### src/rtl/sprite_compositor.sv
// Bouncing-rectangle animator and per-pixel compositor for a 640x480 VGA pipeline.
// Resolves lowest-index priority into RGB332 and reports per-frame sprite overlaps.
module sprite_compositor #(
  parameter int unsigned N_SPR = 4,
  parameter int unsigned H_RES = 640,
  parameter int unsigned V_RES = 480,
  parameter int unsigned SIZE  = 32,
  parameter int unsigned VEL   = 1
) (
  input  logic               i_clk,
  input  logic               i_rst,
  input  logic               i_pix_stb,
  input  logic               i_animate,
  input  logic [9:0]         i_x,
  input  logic [8:0]         i_y,
  input  logic               i_blank,
  input  logic [N_SPR-1:0]   i_en,
  input  logic [8*N_SPR-1:0] i_color,
  input  logic [7:0]         i_bg,
  output logic [7:0]         o_rgb,
  output logic [N_SPR-1:0]   o_hit,
  output logic               o_collide,
  output logic [N_SPR-1:0]   o_collide_mask
);

  localparam logic [11:0] Size = 12'(SIZE);
  localparam logic [11:0] Vel  = 12'(VEL);
  localparam logic [11:0] XMax = 12'(H_RES - 1 - SIZE);
  localparam logic [11:0] YMax = 12'(V_RES - 1 - SIZE);

  logic [11:0]      x_q [N_SPR];
  logic [11:0]      y_q [N_SPR];
  logic [11:0]      x_d [N_SPR];
  logic [11:0]      y_d [N_SPR];
  logic [N_SPR-1:0] dx_q, dx_d, dy_q, dy_d;
  logic [N_SPR-1:0] acc_q, acc_d;
  logic [N_SPR-1:0] hit_q, hit_d;
  logic [N_SPR-1:0] mask_q, mask_d;
  logic [7:0]       rgb_q, rgb_d;
  logic             collide_q, collide_d;

  logic [N_SPR-1:0] hit;
  logic [N_SPR-1:0] contrib;
  logic [N_SPR-1:0] frame_mask;
  logic [3:0]       hit_cnt;
  logic [7:0]       pix_rgb;
  logic             frame_end;
  logic [11:0]      px, py;

  assign px        = {2'b00, i_x};
  assign py        = {3'b000, i_y};
  assign frame_end = i_pix_stb & i_animate;

  // Hit test and priority use the positions in effect for this strobe.
  always_comb begin
    hit     = '0;
    hit_cnt = '0;
    pix_rgb = i_bg;
    for (int k = 0; k < int'(N_SPR); k++) begin
      hit[k] = (px > (x_q[k] - Size)) && (px < (x_q[k] + Size)) &&
               (py > (y_q[k] - Size)) && (py < (y_q[k] + Size));
      hit_cnt = hit_cnt + 4'(hit[k]);
    end
    for (int k = int'(N_SPR) - 1; k >= 0; k--) begin
      if (hit[k]) pix_rgb = i_color[8*k +: 8];
    end
  end

  assign contrib    = (!i_blank && (hit_cnt >= 4'd2)) ? hit : '0;
  assign frame_mask = acc_q | contrib;

  always_comb begin
    rgb_d     = rgb_q;
    hit_d     = hit_q;
    acc_d     = acc_q;
    mask_d    = mask_q;
    collide_d = 1'b0;
    dx_d      = dx_q;
    dy_d      = dy_q;
    for (int k = 0; k < int'(N_SPR); k++) begin
      x_d[k] = x_q[k];
      y_d[k] = y_q[k];
    end

    if (i_pix_stb) begin
      rgb_d = i_blank ? 8'h00 : pix_rgb;
      hit_d = i_blank ? '0 : hit;
      acc_d = frame_mask;
    end

    if (frame_end) begin
      mask_d    = frame_mask;
      collide_d = |frame_mask;
      acc_d     = '0;
      for (int k = 0; k < int'(N_SPR); k++) begin
        if (i_en[k]) begin
          x_d[k] = dx_q[k] ? x_q[k] + Vel : x_q[k] - Vel;
          y_d[k] = dy_q[k] ? y_q[k] + Vel : y_q[k] - Vel;
          if (x_d[k] >= XMax) dx_d[k] = 1'b0;
          if (x_d[k] <= Size) dx_d[k] = 1'b1;
          if (y_d[k] >= YMax) dy_d[k] = 1'b0;
          if (y_d[k] <= Size) dy_d[k] = 1'b1;
        end
      end
    end
  end

  always_ff @(posedge i_clk or posedge i_rst) begin
    if (i_rst) begin
      rgb_q     <= 8'h00;
      hit_q     <= '0;
      acc_q     <= '0;
      mask_q    <= '0;
      collide_q <= 1'b0;
      for (int k = 0; k < int'(N_SPR); k++) begin
        x_q[k]  <= 12'((k + 1) * int'(H_RES) / (int'(N_SPR) + 1));
        y_q[k]  <= 12'((k + 1) * int'(V_RES) / (int'(N_SPR) + 1));
        dx_q[k] <= 1'b1;
        dy_q[k] <= ((k % 2) == 0);
      end
    end else begin
      rgb_q     <= rgb_d;
      hit_q     <= hit_d;
      acc_q     <= acc_d;
      mask_q    <= mask_d;
      collide_q <= collide_d;
      dx_q      <= dx_d;
      dy_q      <= dy_d;
      for (int k = 0; k < int'(N_SPR); k++) begin
        x_q[k] <= x_d[k];
        y_q[k] <= y_d[k];
      end
    end
  end

  assign o_rgb          = rgb_q;
  assign o_hit          = hit_q;
  assign o_collide      = collide_q;
  assign o_collide_mask = mask_q;

endmodule

### config.mk
export PLATFORM = sky130hd
export DESIGN_NAME = sprite_compositor
export DESIGN_NICKNAME = d
export VERILOG_FILES = /design/src/rtl/sprite_compositor.sv
export SDC_FILE = /design/constraint.sdc
export NUM_CORES = 1
export LEC_CHECK = 0
export BUFFER_PORTS_ARGS = -buffer_cell sky130_fd_sc_hd__buf_2
export CAP_MARGIN = 15
export CORE_UTILIZATION = 44
export CTS_BUF_LIST = sky130_fd_sc_hd__clkbuf_16
export DETAILED_ROUTE_END_ITERATION = 8
export GPL_TIMING_DRIVEN = 0
export SYNTH_ARGS = -nofsm -noshare
export SYNTH_HDL_FRONTEND = slang
export SYNTH_SLANG_ARGS = --single-unit
### constraint.sdc
create_clock -name i_clk -period 4 [get_ports i_clk]
set_input_delay 0.6 -clock i_clk [delete_from_list [all_inputs] [get_ports i_clk]]
set_output_delay 0.6 -clock i_clk [all_outputs]
set_load 0.1 [all_outputs]
# Yosys cells after proc, flatten, opt, wreduce, memory -nomap -nowiden
# Index checks and enable logic that the tools add are counted.
[classes] order_cmp=33 mux=34 n_bitwise=2 reduce_logical=36 add_sub_neg=35
[ops] operator="adder 12 x 1 -> 12 bit (second input constant)" count=8
[ops] operator="adder 12 x 6 -> 12 bit (second input constant)" count=8
[ops] operator="less-or-equal comparator 12 x 6 -> 1 bit (second input constant)" count=8
[ops] operator="2-to-1 mux 12 bit" count=8
[ops] operator="subtractor 12 x 1 -> 12 bit (second input constant)" count=8
[ops] operator="subtractor 12 x 6 -> 12 bit (second input constant)" count=8
[ops] operator=">= comparator 12 x 10 -> 1 bit (second input constant)" count=4
[ops] operator=">= comparator 12 x 9 -> 1 bit (second input constant)" count=4
[ops] operator="> comparator 10 x 12 -> 1 bit" count=4
[ops] operator="> comparator 9 x 12 -> 1 bit" count=4
[ops] operator="less-than comparator 10 x 12 -> 1 bit" count=4
[ops] operator="less-than comparator 9 x 12 -> 1 bit" count=4
[ops] operator="2-to-1 mux 8 bit" count=5
[ops] operator="AND reduction 3 bit" count=8
[ops] operator="nonzero test 2 bit" count=9
[ops] operator="2-to-1 mux 1 bit" count=17
[ops] operator="2-to-1 mux 4 bit" count=4
[ops] operator="logical AND 1 bit" count=13
[ops] operator="AND reduction 2 bit" count=4
[ops] operator="adder 3 x 1 -> 4 bit" count=1
[ops] operator=">= comparator 4 x 2 -> 1 bit (second input constant)" count=1
[ops] operator="bitwise OR 4 bit" count=1
[ops] operator="OR reduction 4 bit" count=1
[ops] operator="adder 2 x 1 -> 3 bit" count=1
[ops] operator="3 further kinds" count=3
[word_totals] out_inout_bits=17 ff_bits=125 elab_cells=161

# Depth between registers and ports, before layout
[logic_depth] ltp_word=14 depth_mapped=17 mapped_depth_nobuf=16

# Worst setup path after synthesis
# No wires, ideal clock.
[synth_path] path_kind="register to register" start="register x_q[29] in the netlist's numbering" end="register mask_q[3], in the netlist o_collide_mask[3]" period_less_slack_ps=3574 arrival_time_ps=3451 setup_time_ps=123 path_slack_ps=426 stages_incl_launch_ff=17 path_buffers=0 path_cell_list="dfrtp_1 -> inv_1 -> ha_1 -> nand2_1 -> xor2_1 -> ha_1 -> o21ai_0 -> a211oi_1 -> nand4_1 -> a2111oi_0 -> o2111a_1 -> nand2_2 -> fa_1 -> o21a_1 -> nor2_4 -> a211oi_1 -> nor2_1"
[synth_via] elab_chain_len=12 elab_cells_between_ends=14 classes_between="add/sub: 5; order compare: 3; mux: 1; bitwise: 1; reduce/logical: 4"
[synth_lines] item="start, declared" line_no="31" source="logic [11:0] x_q [N_SPR];"
[synth_lines] item="start signal, assigned by index" line_no="116" source="x_q[k] <= 12'((k + 1) * int'(H_RES) / (int'(N_SPR) + 1));"
[synth_lines] item="start signal, assigned by index" line_no="130" source="x_q[k] <= x_d[k];"
[synth_lines] item="subtractor 12 x 6 -> 12 bit or adder 12 x 6 -> 12 bit (tied branches)" line_no="60" source="hit[k] = (px > (x_q[k] - Size)) && (px < (x_q[k] + Size)) &&"
[synth_lines] item="> comparator 10 x 12 -> 1 bit or less-than comparator 10 x 12 -> 1 bit (tied branches)" line_no="60"
[synth_lines] item="logical AND 1 bit * (2 in a row)" line_no="60"
[synth_lines] item="logical AND 1 bit *" line_no="61" source="(py > (y_q[k] - Size)) && (py < (y_q[k] + Size));"
[synth_lines] item="adder 1 x 1 -> 2 bit *" line_no="62" source="hit_cnt = hit_cnt + 4'(hit[k]);"
[synth_lines] item="adder 2 x 1 -> 3 bit *" line_no="62"
[synth_lines] item="adder 3 x 1 -> 4 bit *" line_no="62"
[synth_lines] item=">= comparator 4 x 2 -> 1 bit *" line_no="69" source="assign contrib = (!i_blank && (hit_cnt >= 4'd2)) ? hit : '0;"
[synth_lines] item="logical AND 1 bit *" line_no="69"
[synth_lines] item="2-to-1 mux 4 bit *" line_no="69"
[synth_lines] item="bitwise OR 4 bit *" line_no="70" source="assign frame_mask = acc_q | contrib;"
[synth_lines] item="end signal, assigned" line_no="125" source="mask_q <= mask_d;"
[synth_lines] item="end, declared" line_no="38" source="logic [N_SPR-1:0] mask_q, mask_d;"
# Every way passes the cells marked *; elsewhere a longest branch is shown, timed or not.
# A chain may end at the register's enable or synchronous reset.

# Final worst setup path
[layout_path] start="register x_q[41] in the netlist's numbering" end="register collide_q, in the netlist o_collide"
[layout_via] elab_chain_len=14 elab_cells_between_ends=16 classes_between="add/sub: 5; order compare: 3; mux: 2; bitwise: 1; reduce/logical: 5"
[layout_lines] item="subtractor 12 x 6 -> 12 bit or adder 12 x 6 -> 12 bit (tied branches)" line_no="60"
[layout_lines] item="> comparator 10 x 12 -> 1 bit or less-than comparator 10 x 12 -> 1 bit (tied branches)" line_no="60"
[layout_lines] item="logical AND 1 bit * (2 in a row)" line_no="60"
[layout_lines] item="logical AND 1 bit *" line_no="61"
[layout_lines] item="adder 1 x 1 -> 2 bit" line_no="62"
[layout_lines] item="adder 2 x 1 -> 3 bit" line_no="62"
[layout_lines] item="adder 3 x 1 -> 4 bit" line_no="62"
[layout_lines] item=">= comparator 4 x 2 -> 1 bit" line_no="69"
[layout_lines] item="logical AND 1 bit" line_no="69"
[layout_lines] item="2-to-1 mux 4 bit *" line_no="69"
[layout_lines] item="bitwise OR 4 bit *" line_no="70"
[layout_lines] item="OR reduction 4 bit *" line_no="93" source="collide_d = |frame_mask;"
[layout_lines] item="2-to-1 mux 1 bit *" line_no="91" source="if (frame_end) begin"
[layout_lines] item="named net collide_d" line_no="40" source="logic collide_q, collide_d;"
[layout_lines] item="end signal, assigned" line_no="126" source="collide_q <= collide_d;"
[layout_lines] item="end, declared" line_no="40"
# The timed path passes the listed nets; every way through them passes the cells marked *.

==> run metrics <==
critical path type reg2reg; Post-DP Area about 14000 µm²; endpoints failing hold 0; Crit Path Max Fanout 10; starting density of the core 0.4484; Lkg Pwr 6.693 nW; final setup vio count 0; fin util 0.5010; vias in the first global route between 10000 and 15000; Non-Filler Instances about 2100; Die Width roughly 180 µm; Avg Cell Area, Syn 8.471 µm²; R2R cell count 17; GP Congestion approximately 0.9; Worst-Margin Slew between 800 and 900 ps; pin count of the biggest net entering global routing 92; share of layout cells above drive strength 1 0.1214; Clock Latency Late Sink approximately 430 ps; Area Growth Syn to Fin 11.73%; WHS about 160 ps; sequential share of the synthesized area 0.2365; top_reg_cell synth dfrtp_1; Slew Viols, Final 0; Crit path required time between 4000 and 5000 ps; CTS Hold Bufs 0; flops & latches, synth between 100 and 150; cell area after layout 14890 µm²; initial antenna violation count 0; Synth Cell Area around 13000 µm²; Vias 11860; cell count after synthesis around 1600; outcome finished clean; critical path arrival ~4200 ps; GRT Overall Usage 0.2311; dpl hpwl about 27 mm; post-synthesis cell type count 78; syn_nets approximately 1900; Root Driver clkbuf_16; number of core rows between 60 and 70; async set-reset flop share out of synthesis 1.000; Reg clk slew, reported paths around 60 ps; DRC 0; Crit. End Element register; clock sinks between 100 and 150; 1st-pass router iterations 5; CTS Buf Count 17; CP Launch Point x_q[41]; Final ANT Viol Nets 0; CTS tree built; placed cell count a little over 2000; max_cap viols 0; global route overflow 0; core area 29720 µm²; Synthesis Warnings 0; Startpoint Class register; HP Class in2async; number of synthesized flops with an enable pin 0; first-pass GRT wire length between 50 and 60 mm; I/O pins 85; pwr/cell area 952.3 nW/µm²; port bufs 84; wire per inst approximately 17 µm; fin nets between 1500 and 2000; Setup Skew ~11 ps; worst r2r src x_q[41]; worst setup path end o_collide; die area just over 30000 µm²; initial DRC count about 560; min Tclk post-route roughly 3800 ps; clk buf depth 2; r2r setup slk 180 ps; achievable clock frequency between 200 and 300 MHz; setup TNS 0 ps; normalized max-slew margin 0.4234; DR vias/cell roughly 5.7; fin crit share 0.9541; Die Ht about 180 µm; FF-to-FF End o_collide; peak supply drop 0.4079 mV; Post-Route WL 34.75 mm; htree depth 4; diodes inserted 0
## through the flow
| stage | worst slack (ps) | power [mW] |
|---|---|---|
| 2_1_floorplan | 103.9 | 10.52 |
| 5_1_grt | -26.14 | 15.78 |
| 6_report | 183.6 | 14.18 |
| 4_1_cts | 15.48 | 14.12 |
| 3_5_place_dp | -296.2 | 12.63 |
| 3_3_place_gp | -1748 | 12.38 |
## worst min path at each step
stage,endpoint,start,cells past startpoint
CTS,x_q[45],i_rst,2
detailed placement,o_collide_mask[1],o_collide_mask[1],2
global route,x_q[45],i_rst,2
finish,x_q[45],i_rst,2
floorplan,acc_q[2],acc_q[2],2
global placement,o_collide_mask[1],o_collide_mask[1],2
## registers in the layout, indices dropped and copies added, names as in the netlist, 4 cells and up
signal          count
dy_q                4
y_q                48
o_collide_mask      4
acc_q               4
o_rgb               8
dx_q                4
x_q                48
o_hit               4
## cell families (layout without fill, tap and decap cells)
kind of cell | Yosys count | count (layout) | synth area share
buffers and inverters | 146 | 270 | 0.04329
and+or+nand+nor | 465 | 465 | 0.1736
DFF | 125 | 125 | 0.2365
AOI/OAI and AO/OA | 454 | 454 | 0.2223
muxes | 24 | 24 | 0.01981
xor gates and xnor gates | 134 | 134 | 0.08808
adders and majority gates | 225 | 225 | 0.2163
## worst max-delay path, cell delays in order, from the launching register on
cell,delay [ps]
dfrtp_2,470
inv_1,80
ha_2,210
nand2_1,90
xor2_2,170
ha_1,340
o21a_1,130
o21ai_0,70
a21oi_1,200
nand4_1,160
a211oi_2,190
o2111ai_2,210
buf_4,230
fa_1,510
o21a_1,250
nor2_4,190
nand2_1,80
a31oi_1,160
## what timing repair did
action	4_1_cts	5_1_grt
gates cloned	0	0
setup buffers	4	5
hold endpoints to repair	0	0
setup endpoints to repair	9	9
pin swaps	3	6
gates resized for setup	5	12
## layout make-up
cell class / count / area [µm²]
Clock buffer: 17 / 425.4
Fill cell: 2859 / 14830
Timing Repair Buffer: 95 / 520.5
Clock inverter: 15 / 86.33
Sequential cell: 125 / 3157
Multi-Input combinational cell: 1302 / 9643
Inverter: 107 / 406.6
Tap cell: 390 / 488.0
Buffer: 36 / 161.4
## where the power goes
| part | total, mW | internal (mW) | leakage, nW | switching, mW |
|---|---|---|---|---|
| Sequential | 2.64 | 1.84 | 1.52 | 0.799 |
| Clock | 1.38 | 0.774 | 0.248 | 0.609 |
| Combinational | 10.2 | 4.43 | 4.93 | 5.72 |
## layout by cell type, fill, tap and decap left out, types with 23 or more instances in the layout
| master | instances |
|---|---|
| ha_1 | 214 |
| nand2_1 | 134 |
| o21ai_0 | 124 |
| inv_1 | 105 |
| dfrtp_1 | 102 |
| nor2_1 | 101 |
| buf_2 | 91 |
| a21oi_1 | 83 |
| xnor2_1 | 77 |
| xor2_1 | 56 |
| nand3_1 | 44 |
| nor3_1 | 42 |
| a21o_1 | 38 |
| a211oi_1 | 33 |
| clkbuf_1 | 27 |
| a31oi_1 | 24 |
| nand4_1 | 24 |
| o21a_1 | 23 |
## metal layers
metal  GRT usage  vias to the layer above  routed length (µm)
li1            -                     6020                   -
met1      0.3176                     5612               17370
met2      0.3814                      188               15740
met3     0.02950                       35                1022
met4     0.05906                        0                 622
met5           0                        -                   0
## synth_stat cells (all sizes together), types with 10 or more instances
library cell / number / area share
a211oi: 35 / 0.020
a21oi: 83 / 0.031
or3: 14 / 0.0066
nor4: 13 / 0.0061
o21ai: 128 / 0.048
or2: 10 / 0.0047
and3: 13 / 0.0061
ha: 216 / 0.20
dfstp: 19 / 0.037
inv: 106 / 0.030
o211ai: 12 / 0.0068
nor3: 43 / 0.017
nand3: 44 / 0.017
nor2b: 19 / 0.0095
mux2: 19 / 0.016
nor2: 102 / 0.029
nand2b: 12 / 0.0056
a211o: 13 / 0.0085
o21a: 23 / 0.013
clkbuf: 28 / 0.0079
o22ai: 18 / 0.0085
xor2: 57 / 0.037
nand2: 135 / 0.038
a31oi: 24 / 0.011
nand4: 25 / 0.013
dfrtp: 106 / 0.20
buf: 11 / 0.0053
a21o: 38 / 0.021
xnor2: 77 / 0.051
(Power assumes the default switching activity.)
